===== src/rtl/bin_to_bcd_seq.sv =====
// Sequential double-dabble converter: 8-bit magnitude plus sign in, three BCD digits
// plus registered sign out, one result every 10 cycles at most.
module bin_to_bcd_seq (
    input  logic       clk,
    input  logic       rst,
    input  logic       start,
    input  logic [7:0] binary_in,
    input  logic       neg_in,
    output logic       busy,
    output logic       done,
    output logic [3:0] hundreds,
    output logic [3:0] tens,
    output logic [3:0] ones,
    output logic       neg_out
);

    localparam logic [1:0] IDLE  = 2'd0;
    localparam logic [1:0] SHIFT = 2'd1;
    localparam logic [1:0] DONE  = 2'd2;

    logic [1:0]  state;
    logic [19:0] work;
    logic [19:0] work_adj;
    logic [19:0] work_next;
    logic [2:0]  cnt;
    logic        sign_r;

    // A BCD field >= 5 would overflow past 9 when doubled; pre-add 3 to carry into the next digit.
    function automatic logic [3:0] dabble_adj(input logic [3:0] d);
        return (d >= 4'd5) ? d + 4'd3 : d;
    endfunction

    always_comb begin
        work_adj  = {dabble_adj(work[19:16]), dabble_adj(work[15:12]),
                     dabble_adj(work[11:8]), work[7:0]};
        work_next = {work_adj[18:0], 1'b0};
    end

    assign busy = (state != IDLE);

    always_ff @(posedge clk) begin
        if (rst) begin
            state    <= IDLE;
            work     <= '0;
            cnt      <= '0;
            sign_r   <= 1'b0;
            done     <= 1'b0;
            hundreds <= '0;
            tens     <= '0;
            ones     <= '0;
            neg_out  <= 1'b0;
        end else begin
            done <= 1'b0;
            case (state)
                IDLE: begin
                    if (start) begin
                        work   <= {12'b0, binary_in};
                        sign_r <= neg_in;
                        cnt    <= '0;
                        state  <= SHIFT;
                    end
                end
                SHIFT: begin
                    work <= work_next;
                    cnt  <= cnt + 3'd1;
                    if (cnt == 3'd7) begin
                        hundreds <= work_next[19:16];
                        tens     <= work_next[15:12];
                        ones     <= work_next[11:8];
                        // A zero result is always reported as positive.
                        neg_out  <= sign_r & (|work_next[19:8]);
                        done     <= 1'b1;
                        state    <= DONE;
                    end
                end
                DONE: begin
                    state <= IDLE;
                end
                default: begin
                    state <= IDLE;
                end
            endcase
        end
    end

endmodule


===== config.mk =====
export PLATFORM = sky130hd
export DESIGN_NAME = bin_to_bcd_seq
export DESIGN_NICKNAME = d
export VERILOG_FILES = /design/src/rtl/bin_to_bcd_seq.sv
export SDC_FILE = /design/constraint.sdc
export NUM_CORES = 1
export LEC_CHECK = 0
export ABC_AREA = 1
export CORE_MARGIN = 2
export CORE_UTILIZATION = 52
export CTS_BUF_LIST = sky130_fd_sc_hd__clkbuf_4 sky130_fd_sc_hd__clkbuf_8
export CTS_CLUSTER_SIZE = 40
export DETAILED_ROUTE_END_ITERATION = 7
export PLACE_DENSITY = 0.76
export SYNTH_ARGS = -nofsm -noshare
export SYNTH_HDL_FRONTEND = slang
export SYNTH_SLANG_ARGS = --single-unit

===== constraint.sdc =====
create_clock -name clk -period 4.4 [get_ports clk]
set_input_delay 0.44 -clock clk [delete_from_list [all_inputs] [get_ports clk]]
set_output_delay 0.44 -clock clk [all_outputs]
set_load 0.03 [all_outputs]

# Yosys cells after proc, flatten, opt, wreduce, memory -nomap -nowiden
# Index checks and enable logic that the tools add are counted.
[word_totals]
regBits = 40
in_bits = 12
wordCells = 42
[classes]
n_addsub = 4
magnitude_cmp = 3
eq_ne = 4
mux = 11
bitwise = 2
reduce_logical = 9
[ops]
columns = ["operator", "n"]
rows = [
  ["20-bit one-hot mux with 2 select lines", 1],
  ["20-bit two-way mux", 1],
  ["4-bit by 3-bit >= comparator with 1-bit output, second input constant", 3],
  ["12-bit OR reduction", 1],
  ["4-bit by 2-bit adder with 4-bit output, second input constant", 2],
  ["4-bit two-way mux", 2],
  ["2-bit AND reduction", 4],
  ["3-bit two-way mux", 2],
  ["3-bit one-hot mux with 2 select lines", 1],
  ["2-bit two-way mux", 2],
  ["2-bit inequality test, second input constant", 2],
  ["2-bit one-hot mux with 2 select lines", 1],
  ["2-bit nonzero test", 2],
  ["3-bit by 1-bit adder with 3-bit output, second input constant", 1],
  ["3-bit by 2-bit adder with 3-bit output, second input constant", 1],
  ["3-bit equality test, second input constant", 1],
  ["2-bit by 1-bit equality test with 1-bit output, second input constant", 1],
  ["2-bit logical NOT", 1],
  ["2-bit OR reduction", 1],
  ["1-bit bitwise AND", 1],
  ["1-bit two-way mux", 1],
  ["1-bit NOT", 1],
]

# Depth between registers and ports, before layout
[logic_depth]
word_depth = 4
mapped_depth = 13

# Worst setup path before layout
# Ideal clock, no wire load.
[synth_path]
path_kind = "flip-flop to flip-flop"
start = "register work[16]"
end = "register neg_out"
t_arrival_ns = 1.316
required_ns = 4.280
setup_slack_ns = 2.964
stages_incl_launch_ff = 13
n_path_buf = 0
synth_period_minus_slack_ns = 1.436
cell_sequence = "dfxtp_1 inv_1 ha_1 inv_1 nand2_1 nand3_1 nand2_1 o21ai_1 nand2_1 nor2_1 nand2_1 nand2_1 a21oi_1"
[synth_between]
elab_chain_cells = 4
word_cells_on_any_way = 5
[synth_rtl]
columns = ["element", "line", "rtl"]
rows = [
  ["start: declaration", "22", "logic [19:0] work;"],
  ["start signal: assignment", "57", "work <= {12'b0, binary_in};"],
  ["start signal: assignment", "64", "work <= work_next;"],
  ["4-bit by 3-bit >= comparator with 1-bit output or 3-bit by 2-bit adder with 3-bit output (tied branches)", "30", "return (d >= 4'd5) ? d + 4'd3 : d;"],
  ["3-bit two-way mux *", "30", ""],
  ["12-bit OR reduction *", "71", "neg_out <= sign_r & (|work_next[19:8]);"],
  ["1-bit bitwise AND *", "71", ""],
  ["end signal: assignment", "71", ""],
  ["end: declaration", "14", "output logic neg_out"],
]
# Every way passes the cells marked *; elsewhere a longest branch is shown, timed or not.
# A chain may end at the register's enable or synchronous reset.

# Worst setup path in the final report
[layout_path]
start = "register state[1]"
end = "output busy"
[layout_between]
elab_chain_cells = 1
[layout_rtl]
columns = ["element", "line", "rtl"]
rows = [
  ["start: declaration", "21", "logic [1:0] state;"],
  ["start signal: assignment", "43", "state <= IDLE;"],
  ["start signal: assignment", "60", "state <= SHIFT;"],
  ["start signal: assignment", "73", "state <= DONE;"],
  ["2-bit nonzero test", "39", "assign busy = (state != IDLE);"],
  ["end: declaration", "9", "output logic busy,"],
]
# No other way between the ends.

==> results.toml <==
[sta]
setup_ws_ps = 2488
fin_hold_ws_ps = 458.6
finalSetupViolations = 0
finalCritPeriodShare = 0.4345
clock.fmax_ghz = 0.5231
tightest_slew_ps = 615.0
drv_slew = 0
min_period_ps = 1912
setup_tns_ps = 0
rsz0062_at_grt = "false"
hold_violations = 0
fin_worst_skew_ps = 2.967
relSlewSlack = 0.5890

[worst_setup_path]
critPathMaxStageDelay_ps = 670
worst_path_max_delay_cell = "clkdlybuf4s50_1"
critPathKind = "flip-flop to primary output"
crit_fanout = 2
required_ps = 3960
crit_chain = "nor2_1 > inv_1 > clkdlybuf4s50_1"
critPathCaptureType = "primary output"
arrival_ps = 1470
path_delay_family = "buffers and inverters"
cp_num_buf_inv = 2
worstSetupStartpointType = "flip-flop"

[pwr]
p_clk_frac = 0.339
finalPower_w = 0.0006708
p_per_area_nw_per_um2 = 294.3
p_sw_frac = 0.2393
power.internal_w = 0.0005103
comb_power_share = 0.097
peakVddDrop_v = 0.0001370
power_frac_seq = 0.564
p_sw_w = 0.0001605
leakage_nw = 0.9820

[cells_and_area]
drive_gt1_frac = 0.09894
antennaDiodeCount = 0
fin_nets = 303
syn2layout_area_growth_pct = 18.01

[synth]
yosysUniqueCellTypes = 23
synth_fp_nets = 278
avgSynthCellArea_sq_um = 7.488
yosys_warnings = 0
synth_area_sq_um = 1932
synth_seq_cells = 40
synthCells = 258
ys_seq_area_frac = 0.4145

[grt]
antenna_found_initial = 0
grtUsageMet3 = 0.04167
grt.overflow.total = 0
grt_pass1_wl_um = 6430
grt_use_met1 = 0.2636
grt_util_met2 = 0.3093
grt_usage = 0.1973
busiest_layer = "met2"
grt_pass1_vias = 1469
grt_max_degree = 25

[clocking]
cts_max_level = 2
cts_made_buffers = 5
cts.sinks = 40
cts_resized = 0
root_buffer = "clkbuf_8"
clockBufferDepth = 2
cts.hold.buffers_added = 0
insertion_delay_ps = 280
cts.clk_slew.worst_paths_ps = 70
postCtsSetupBuffers = 0
cts_tree = "yes"

[die]
start_util = 0.5357
die-area_sq_um = 4219
row_count = 22
dieHeight_um = 64.95
die_w_um = 64.95
core-area_sq_um = 3606
ioPinCount = 27

[place]
post-dp-hpwl_um = 2736
place_congestion = 0.8604
io_buffers = 26
place_ws_ps = 2466

[flow_run]
max-cap-violations = 0

[min_path]
min_path_type = "flip-flop to flip-flop"

[routing]
drtPass1Iterations = 5
viasPerCell = 4.970
wire_per_inst_um = 11.12
drt_first_iter_violations = 63
wl_um = 3680
vias = 1645
drc = 0
ant_nets = 0

[run_status]
status = "complete, no violations"
cell type report:
cell class,instances,area (sq um)
inverters,30,122.6
well taps,48,60.06
multi-input cells,179,947.2
fillers,322,1326
clock buffers,6,76.32
flip-flops and latches,40,800.8
clock inverters,1,5.005
repair buffers,27,267.8
metrics by stage:
step,instance area (sq um),utilization,cells
after global routing,2280,0.6322,331
after CTS,2280,0.6322,331
after global placement,2198,0.6096,324
after detailed placement,2198,0.6096,324
after floorplan,1932,-,258
final,2280,0.6322,331
cells in the final DEF, fill, tap and decap left out:
cell type	n
clkbuf_8	5
inv_1	25
inv_4	4
nand2_2	1
o211ai_1	2
o21ai_2	9
nor2_4	2
ha_1	8
inv_2	1
a21oi_1	20
nand4_1	3
nand3_1	23
o21ai_1	1
buf_4	1
o22ai_1	1
a31oi_1	7
nand3_2	1
nor2_1	7
nand2_1	81
o21ai_0	11
clkinv_2	1
nor2_8	2
dfxtp_1	40
clkbuf_4	1
clkdlybuf4s50_1	26
power by group through the flow:
stage | sequential (W) | clock (W) | combinational (W)
floorplan | 0.000385 | 0 | 0.0000484
global placement | 0.000387 | 0 | 0.0000646
detailed placement | 0.000386 | 0 | 0.0000656
CTS | 0.000378 | 0.000235 | 0.0000658
global route | 0.000379 | 0.000256 | 0.0000732
finish | 0.000378 | 0.000227 | 0.0000650
sequential cells by signal, indices dropped and copies added, names as in the netlist:
| signal | count |
|---|---|
| work | 20 |
| ones | 4 |
| done | 1 |
| sign_r | 1 |
| neg_out | 1 |
| state | 2 |
| tens | 4 |
| hundreds | 4 |
| cnt | 3 |
synthesized netlist by cell type, drive strengths merged:
master / number / share of area
clkbuf: 2 / 0.0039
nand2: 82 / 0.16
o22ai: 1 / 0.0032
a21oi: 20 / 0.052
buf: 7 / 0.028
nand3: 24 / 0.065
dfxtp: 40 / 0.41
o21ai: 21 / 0.072
nor2: 11 / 0.046
o211ai: 2 / 0.0078
ha: 8 / 0.052
a31oi: 7 / 0.023
nand4: 3 / 0.0097
inv: 30 / 0.063
layer usage:
metal  share of wire  routed length, um
met5               0                  0
met1            0.48               1751
met3           0.047                173
met2            0.46               1696
met4           0.016                 59
path summary, 6_finish.rpt:
path / from / endpoint / slack, ps / depth (start not counted)
max: state[1] / busy / 2490 / 3
min: sign_r / sign_r / 460 / 2
max reg2reg: work[16] / neg_out / 2670 / 12
min reg2reg: sign_r / sign_r / 460 / 2
worst reg2reg max path, stage by stage, from the launching register on:
cell	delay, ps
dfxtp_1	390
inv_1	80
ha_1	190
inv_1	70
nand2_1	90
nand3_1	140
nand2_1	70
o21ai_1	200
nand2_1	90
nor2_1	110
nand2_1	80
nand2_1	60
a21oi_1	50
logic make-up (layout without fill, tap and decap cells):
group / count (synthesis) / count (layout) / share of synthesized area
compound gates: 51 / 51 / 0.1574
fa+ha+maj: 8 / 8 / 0.05182
buf+inv: 39 / 64 / 0.09520
flops: 40 / 40 / 0.4145
simple gates: 120 / 120 / 0.2811
Power figures use the tool's default switching activity.
